<file path="config.mk">
export PLATFORM = sky130hd
export DESIGN_NAME = serial_divider_5bits_flat
export DESIGN_NICKNAME = d
export VERILOG_FILES = /design/src/rtl/serial_divider_5bits_pkg.sv /design/src/rtl/serial_divider_5bits_if.sv /design/src/rtl/serial_divider_5bits_subtractor.sv /design/src/rtl/serial_divider_5bits.sv /design/src/flat_wrapper.sv
export SDC_FILE = /design/constraint.sdc
export NUM_CORES = 1
export LEC_CHECK = 0
export ABC_AREA = 1
export CORE_MARGIN = 5
export CORE_UTILIZATION = 35
export CTS_CLUSTER_SIZE = 8
export DETAILED_ROUTE_END_ITERATION = 8
export GPL_ROUTABILITY_DRIVEN = 0
export MAX_ROUTING_LAYER = met4
export PLACE_DENSITY = 0.66
export SKIP_LAST_GASP = 1
export SYNTH_ARGS = -nofsm -noshare
export SYNTH_HDL_FRONTEND = slang
export SYNTH_SLANG_ARGS = --single-unit
</file>
<file path="constraint.sdc">
create_clock -name clk -period 1.7 [get_ports clk]
set_clock_uncertainty 0.05 [all_clocks]
set_input_delay 0.51 -clock clk [delete_from_list [all_inputs] [get_ports clk]]
set_output_delay 0.51 -clock clk [all_outputs]
set_load 0.05 [all_outputs]
</file>
<file path="src/rtl/serial_divider_5bits_pkg.sv">
// Shared widths, iteration count and state encoding for the serial 5-bit divider.
package serial_divider_5bits_pkg;

    localparam int WIDTH      = 5;
    localparam int ITERATIONS = 5;

    // Counter value on the final RUN cycle; the counter is 3 bits wide.
    localparam logic [2:0] LAST_ITER = 3'(ITERATIONS - 1);

    typedef enum logic [1:0] {
        IDLE = 2'd0,
        RUN  = 2'd1,
        DONE = 2'd2
    } state_e;

endpackage

</file>
<file path="src/rtl/serial_divider_5bits_if.sv">
// Requester/consumer handshake bundle for the serial divider.
interface serial_divider_5bits_if;
    import serial_divider_5bits_pkg::*;

    logic             start;
    logic [WIDTH-1:0] dividend;
    logic [WIDTH-1:0] divisor;
    logic             busy;
    logic             done;
    logic [WIDTH-1:0] quotient;
    logic [WIDTH-1:0] remainder;
    logic             div_by_zero;

    modport master (
        output start, dividend, divisor,
        input  busy, done, quotient, remainder, div_by_zero
    );

    modport slave (
        input  start, dividend, divisor,
        output busy, done, quotient, remainder, div_by_zero
    );

endinterface

</file>
<file path="src/rtl/serial_divider_5bits_subtractor.sv">
// 5-bit two's-complement subtractor a - b; overflow_o is the adder carry-out,
// which is 1 exactly when no borrow occurred (a >= b unsigned).
module subtractor_5bits (
    input  logic [4:0] a_i,
    input  logic [4:0] b_i,
    output logic [4:0] diff_o,
    output logic       overflow_o
);

    logic [5:0] sum;

    assign sum        = {1'b0, a_i} + {1'b0, ~b_i} + 6'd1;
    assign diff_o     = sum[4:0];
    assign overflow_o = sum[5];

endmodule

</file>
<file path="src/rtl/serial_divider_5bits.sv">
// Restoring divider controller: one trial subtraction per clock on a shared subtractor.
//
//   state | meaning
//   IDLE  | waiting for start; results held
//   RUN   | one quotient bit per cycle, MSB first
//   DONE  | results valid, done pulses for this cycle
module serial_divider_5bits
    import serial_divider_5bits_pkg::*;
#(
    parameter logic [WIDTH-1:0] DBZ_QUOTIENT = 5'b11111
) (
    input  logic                   clk,
    input  logic                   rst_n,
    serial_divider_5bits_if.slave  bus
);

    state_e           state_q;
    logic [2:0]       count_q;
    logic [WIDTH-1:0] rem_q;
    logic [WIDTH-1:0] quo_q;
    logic [WIDTH-1:0] divisor_q;

    logic             busy_q;
    logic             done_q;
    logic [WIDTH-1:0] quotient_q;
    logic [WIDTH-1:0] remainder_q;
    logic             dbz_q;

    logic [WIDTH-1:0] shifted;
    logic [WIDTH-1:0] diff;
    logic             no_borrow;
    logic [WIDTH-1:0] rem_d;
    logic [WIDTH-1:0] quo_d;

    // rem_q[4] is always 0 here: the partial remainder is bounded by a dividend prefix.
    always_comb begin
        shifted = {rem_q[WIDTH-2:0], quo_q[WIDTH-1]};
        rem_d   = no_borrow ? diff : shifted;
        quo_d   = {quo_q[WIDTH-2:0], no_borrow};
    end

    subtractor_5bits u_sub (
        .a_i        (shifted),
        .b_i        (divisor_q),
        .diff_o     (diff),
        .overflow_o (no_borrow)
    );

    always_ff @(posedge clk) begin
        if (!rst_n) begin
            state_q     <= IDLE;
            count_q     <= '0;
            rem_q       <= '0;
            quo_q       <= '0;
            divisor_q   <= '0;
            busy_q      <= 1'b0;
            done_q      <= 1'b0;
            quotient_q  <= '0;
            remainder_q <= '0;
            dbz_q       <= 1'b0;
        end else begin
            case (state_q)
                IDLE: begin
                    done_q <= 1'b0;
                    if (bus.start) begin
                        if (bus.divisor != '0) begin
                            divisor_q <= bus.divisor;
                            quo_q     <= bus.dividend;
                            rem_q     <= '0;
                            count_q   <= '0;
                            dbz_q     <= 1'b0;
                            busy_q    <= 1'b1;
                            state_q   <= RUN;
                        end else begin
                            quotient_q  <= DBZ_QUOTIENT;
                            remainder_q <= bus.dividend;
                            dbz_q       <= 1'b1;
                            done_q      <= 1'b1;
                            state_q     <= DONE;
                        end
                    end
                end
                RUN: begin
                    rem_q   <= rem_d;
                    quo_q   <= quo_d;
                    count_q <= count_q + 3'd1;
                    if (count_q == LAST_ITER) begin
                        quotient_q  <= quo_d;
                        remainder_q <= rem_d;
                        busy_q      <= 1'b0;
                        done_q      <= 1'b1;
                        state_q     <= DONE;
                    end
                end
                DONE: begin
                    done_q  <= 1'b0;
                    state_q <= IDLE;
                end
                default: begin
                    busy_q  <= 1'b0;
                    done_q  <= 1'b0;
                    state_q <= IDLE;
                end
            endcase
        end
    end

    assign bus.busy        = busy_q;
    assign bus.done        = done_q;
    assign bus.quotient    = quotient_q;
    assign bus.remainder   = remainder_q;
    assign bus.div_by_zero = dbz_q;

endmodule
</file>
<file path="src/flat_wrapper.sv">
// flat-port wrapper written by rule: the top's interface ports become plain ports
module serial_divider_5bits_flat import serial_divider_5bits_pkg::*;
#(
    parameter logic [WIDTH-1:0] DBZ_QUOTIENT = 5'b11111
)
  (clk, rst_n, bus_start, bus_dividend, bus_divisor, bus_busy, bus_done, bus_quotient, bus_remainder, bus_div_by_zero);
  serial_divider_5bits_if bus_i ();
  input  logic clk;
  input  logic rst_n;
  input wire logic [$bits(bus_i.start)-1:0] bus_start;
  input wire logic [$bits(bus_i.dividend)-1:0] bus_dividend;
  input wire logic [$bits(bus_i.divisor)-1:0] bus_divisor;
  output wire logic [$bits(bus_i.busy)-1:0] bus_busy;
  output wire logic [$bits(bus_i.done)-1:0] bus_done;
  output wire logic [$bits(bus_i.quotient)-1:0] bus_quotient;
  output wire logic [$bits(bus_i.remainder)-1:0] bus_remainder;
  output wire logic [$bits(bus_i.div_by_zero)-1:0] bus_div_by_zero;
  assign bus_i.start = bus_start;
  assign bus_i.dividend = bus_dividend;
  assign bus_i.divisor = bus_divisor;
  assign bus_busy = bus_i.busy;
  assign bus_done = bus_i.done;
  assign bus_quotient = bus_i.quotient;
  assign bus_remainder = bus_i.remainder;
  assign bus_div_by_zero = bus_i.div_by_zero;
  serial_divider_5bits #(.DBZ_QUOTIENT(DBZ_QUOTIENT)) u_core (.clk(clk), .rst_n(rst_n), .bus(bus_i));
endmodule
</file>
==> flow_summary_export.csv <==
group,metric,value,unit
logic_synthesis,synthCells,223,
timing,finalCriticalPeriod,1699,ps
global_route,first_global_vias,1467,
setup_path,cp.arrival,1860,ps
clock_network,max-clock-path-buffers,2,
global_route,antenna_found_initial,0,
setup_path,critPathKind,"register to register",
run,maxCapViolations,0,
clock_network,cts_buffers,5,
timing,maxSlewViolCount,0,
placement,io_buffers,25,
clock_network,cts_htree_levels,2,
clock_network,cts_tree,"done",
outcome,status,"finished, final reports clean",
routing,drt_iter0_drc,107,
cells_and_area,areaGrowthSynthToFinish,53.32,%
clock_network,cts_sinks,32,
logic_synthesis,synth-compound-area-share,0.1725,
placement,pre_cts_slack,-331.4,ps
setup_path,critPathMostFrequentCell,"a21oi_2",
global_route,grtUsageTotal,0.1368,
pwr,ir_drop,0.5527,mV
min_path,hold_path_class,"register to register",
clock_network,postCtsHoldBufs,0,
logic_synthesis,avgSynthCellArea,7.187,um2
logic_synthesis,synth_top_family_by_area,"simple AND/OR/NAND/NOR gates",
cells_and_area,final_cell_mix,"inv_1 (30), nand2_1 (29), dfxtp_1 (26), nor2_1 (25), buf_4 (23)",
routing,avgViaCountPerCell,4.802,
logic_synthesis,ys_ff_latch,32,
timing,maxSlewHeadroom,0.6976,
routing,drt_wl_total,4221,um
global_route,overflow,0,
setup_path,crit_slowest_cell,"dfxtp_1",
floorplanning,rows,24,
floorplanning,coreArea,4384,um2
floorplanning,die_y,77.67,um
cells_and_area,stdcell_count,323,
timing,fin_crit_sh,0.9994,
logic_synthesis,yosysWarningCount,0,
cells_and_area,layout_commonest_cell,"inv_1",
logic_synthesis,synth.mux.area_fraction,0,
floorplanning,ios,26,
setup_path,critPathTopFamily,"simple AND/OR/NAND/NOR gates",
routing,drt-pass1-iter-count,5,
logic_synthesis,syn-cell-area,1603,um2
placement,dp_hpwl,2821,um
logic_synthesis,synthXorXnorAreaFrac,0.01093,
cells_and_area,antennaDiodeCount,0,
logic_synthesis,synth_fa_ha_area_frac,0.06714,
setup_path,endpoint_kind,"register",
timing,fmax,588.6,MHz
routing,routedWlPerCell,13.07,um
logic_synthesis,syn-num-nets,244,
logic_synthesis,ys_types,30,
pwr,p_per_area,982.7,nW/um2
setup_path,max_stage_delay,400,ps
global_route,grt_pass1_wl,6479,um
logic_synthesis,synthSimpleGateAreaFrac,0.2311,
global_route,grt_max_degree,20,
floorplanning,die_x,77.67,um
pwr,p_leak,0.001136,uW
setup_path,critical_path_buf_inv_count,0,
routing,postRouteAntennaNets,0,
clock_network,cts-root-buf,"clkbuf_8",
setup_path,crit_required,1870,ps
floorplanning,dieArea,6033,um2
routing,vias,1551,
floorplanning,start_util,0.3656,
setup_path,crit_path_cell_trace,"ha_4, nand2_2, nor2_1, nand2_1, nand4_1, nor2_4, a21oi_2, a21oi_2",
timing,timing.final.ws_setup,1.009,ps
cells_and_area,layout-drive-gt1-share,0.3432,
cells_and_area,nets,291,
logic_synthesis,yosysSeqAreaShare,0.3997,
timing,finalHoldViolCount,0,
timing,tightest_slew,453.1,ps
placement,dp_cells,307,
setup_path,crit_fanout,3,
setup_path,setup.worst_path.start_class,"register",
clock_network,path_clk_slew,60,ps
clock_network,clk-insertion-delay-late,280,ps
timing,setup_viol,0,
routing,drc,0,
[final timing paths]
kind              slack (ps)  cells after the start                                   end                          from
setup / recovery           1                      8  u_core.bus.remainder[4]$_SDFFE_PN0P_  u_core.rem_q[3]$_SDFFE_PN0P_
setup reg to reg           1                      8  u_core.bus.remainder[4]$_SDFFE_PN0P_  u_core.rem_q[3]$_SDFFE_PN0P_
hold / removal           430                      2   u_core.bus.quotient[1]$_SDFFE_PN0P_  u_core.quo_q[0]$_SDFFE_PN0P_
hold reg to reg          430                      2   u_core.bus.quotient[1]$_SDFFE_PN0P_  u_core.quo_q[0]$_SDFFE_PN0P_
[worst register-to-register path, stage by stage (launching register included)]
cell	delay (ps)
dfxtp_1	400
ha_4	240
nand2_2	80
nor2_1	50
nand2_1	130
nand4_1	270
nor2_4	210
a21oi_2	70
a21oi_2	130
[routing by layer]
layer / share of wire / vias to the layer above / global-route usage
li1: - / 805 / -
met1: 0.43 / 705 / 0.1593
met2: 0.51 / 33 / 0.2162
met3: 0.036 / 8 / 0.03819
met4: 0.017 / 0 / 0.06529
met5: 0 / - / -
[area by class of cell]
type / count / area [um2]
Inverter: 38 / 150.1
Multi-Input combinational cell: 145 / 943.4
Timing Repair Buffer: 48 / 560.5
Tap cell: 52 / 65.06
Sequential cell: 32 / 648.1
Fill cell: 402 / 1927
Clock buffer: 8 / 90.09
[synth_stat cells, drive strengths merged]
cell | count | area, um2
nor2 | 32 | 135.1
nand3 | 10 | 55.05
nor3 | 3 | 15.01
nand2 | 38 | 152.6
xor2 | 1 | 8.760
nand4 | 2 | 12.51
a21oi | 14 | 70.07
a31oi | 6 | 37.54
clkinv | 1 | 3.750
inv | 37 | 141.4
fa | 1 | 20.02
dfxtp | 32 | 640.6
o21ai | 27 | 146.4
o31ai | 1 | 7.510
clkbuf | 3 | 11.26
buf | 5 | 33.78
ha | 7 | 87.58
a22oi | 2 | 15.01
xnor2 | 1 | 8.760
[sequential cells by signal, indices dropped and copies added (netlist names)]
register / flops
u_core.bus.busy: 1
u_core.rem_q: 4
u_core.state_q: 2
u_core.quo_q: 5
u_core.count_q: 3
u_core.bus.done: 1
u_core.bus.quotient: 5
u_core.bus.remainder: 5
u_core.bus.div_by_zero: 1
u_core.divisor_q: 5
[cell families (layout without fill, tap and decap cells)]
group                    after synthesis  after routing
XOR/XNOR                               2              2
adder cells (fa/ha/maj)                8              8
buffers and inverters                 46             94
AO/OA/AOI/OAI                         50             50
flip-flops                            32             32
AND/OR/NAND/NOR                       85             85
[per-stage QoR]
| stage | area, um2 | hold slack [ps] | utilization | TNS, ps | total power (uW) |
|---|---|---|---|---|---|
| after global routing | 2457 | 451.2 | 0.5605 | -229.3 | 2549 |
| after detailed placement | 2116 | 405.3 | 0.4826 | -7350 | 1674 |
| after CTS | 2210 | 413.9 | 0.5040 | 0 | 2277 |
| final | 2457 | 429.0 | 0.5605 | 0 | 2415 |
| after floorplan | 1603 | 385.5 | - | 0 | 1363 |
| after global placement | 2116 | 405.7 | 0.4826 | -6451 | 1659 |
[power breakdown]
part | leakage [uW] | total, uW | switching, uW | internal [uW]
registers | 0.000265 | 906 | 74.0 | 832
logic | 0.000825 | 914 | 507 | 407
clock network | 0.0000455 | 595 | 266 | 330
[timing repair]
| action | 4_1_cts | 5_1_grt |
|---|---|---|
| resized for setup | 3 | 50 |
| setup endpoints to repair | 6 | 28 |
| pin swaps | 3 | 20 |
| buffers inserted | 0 | 9 |
(Power assumes the default switching activity.)
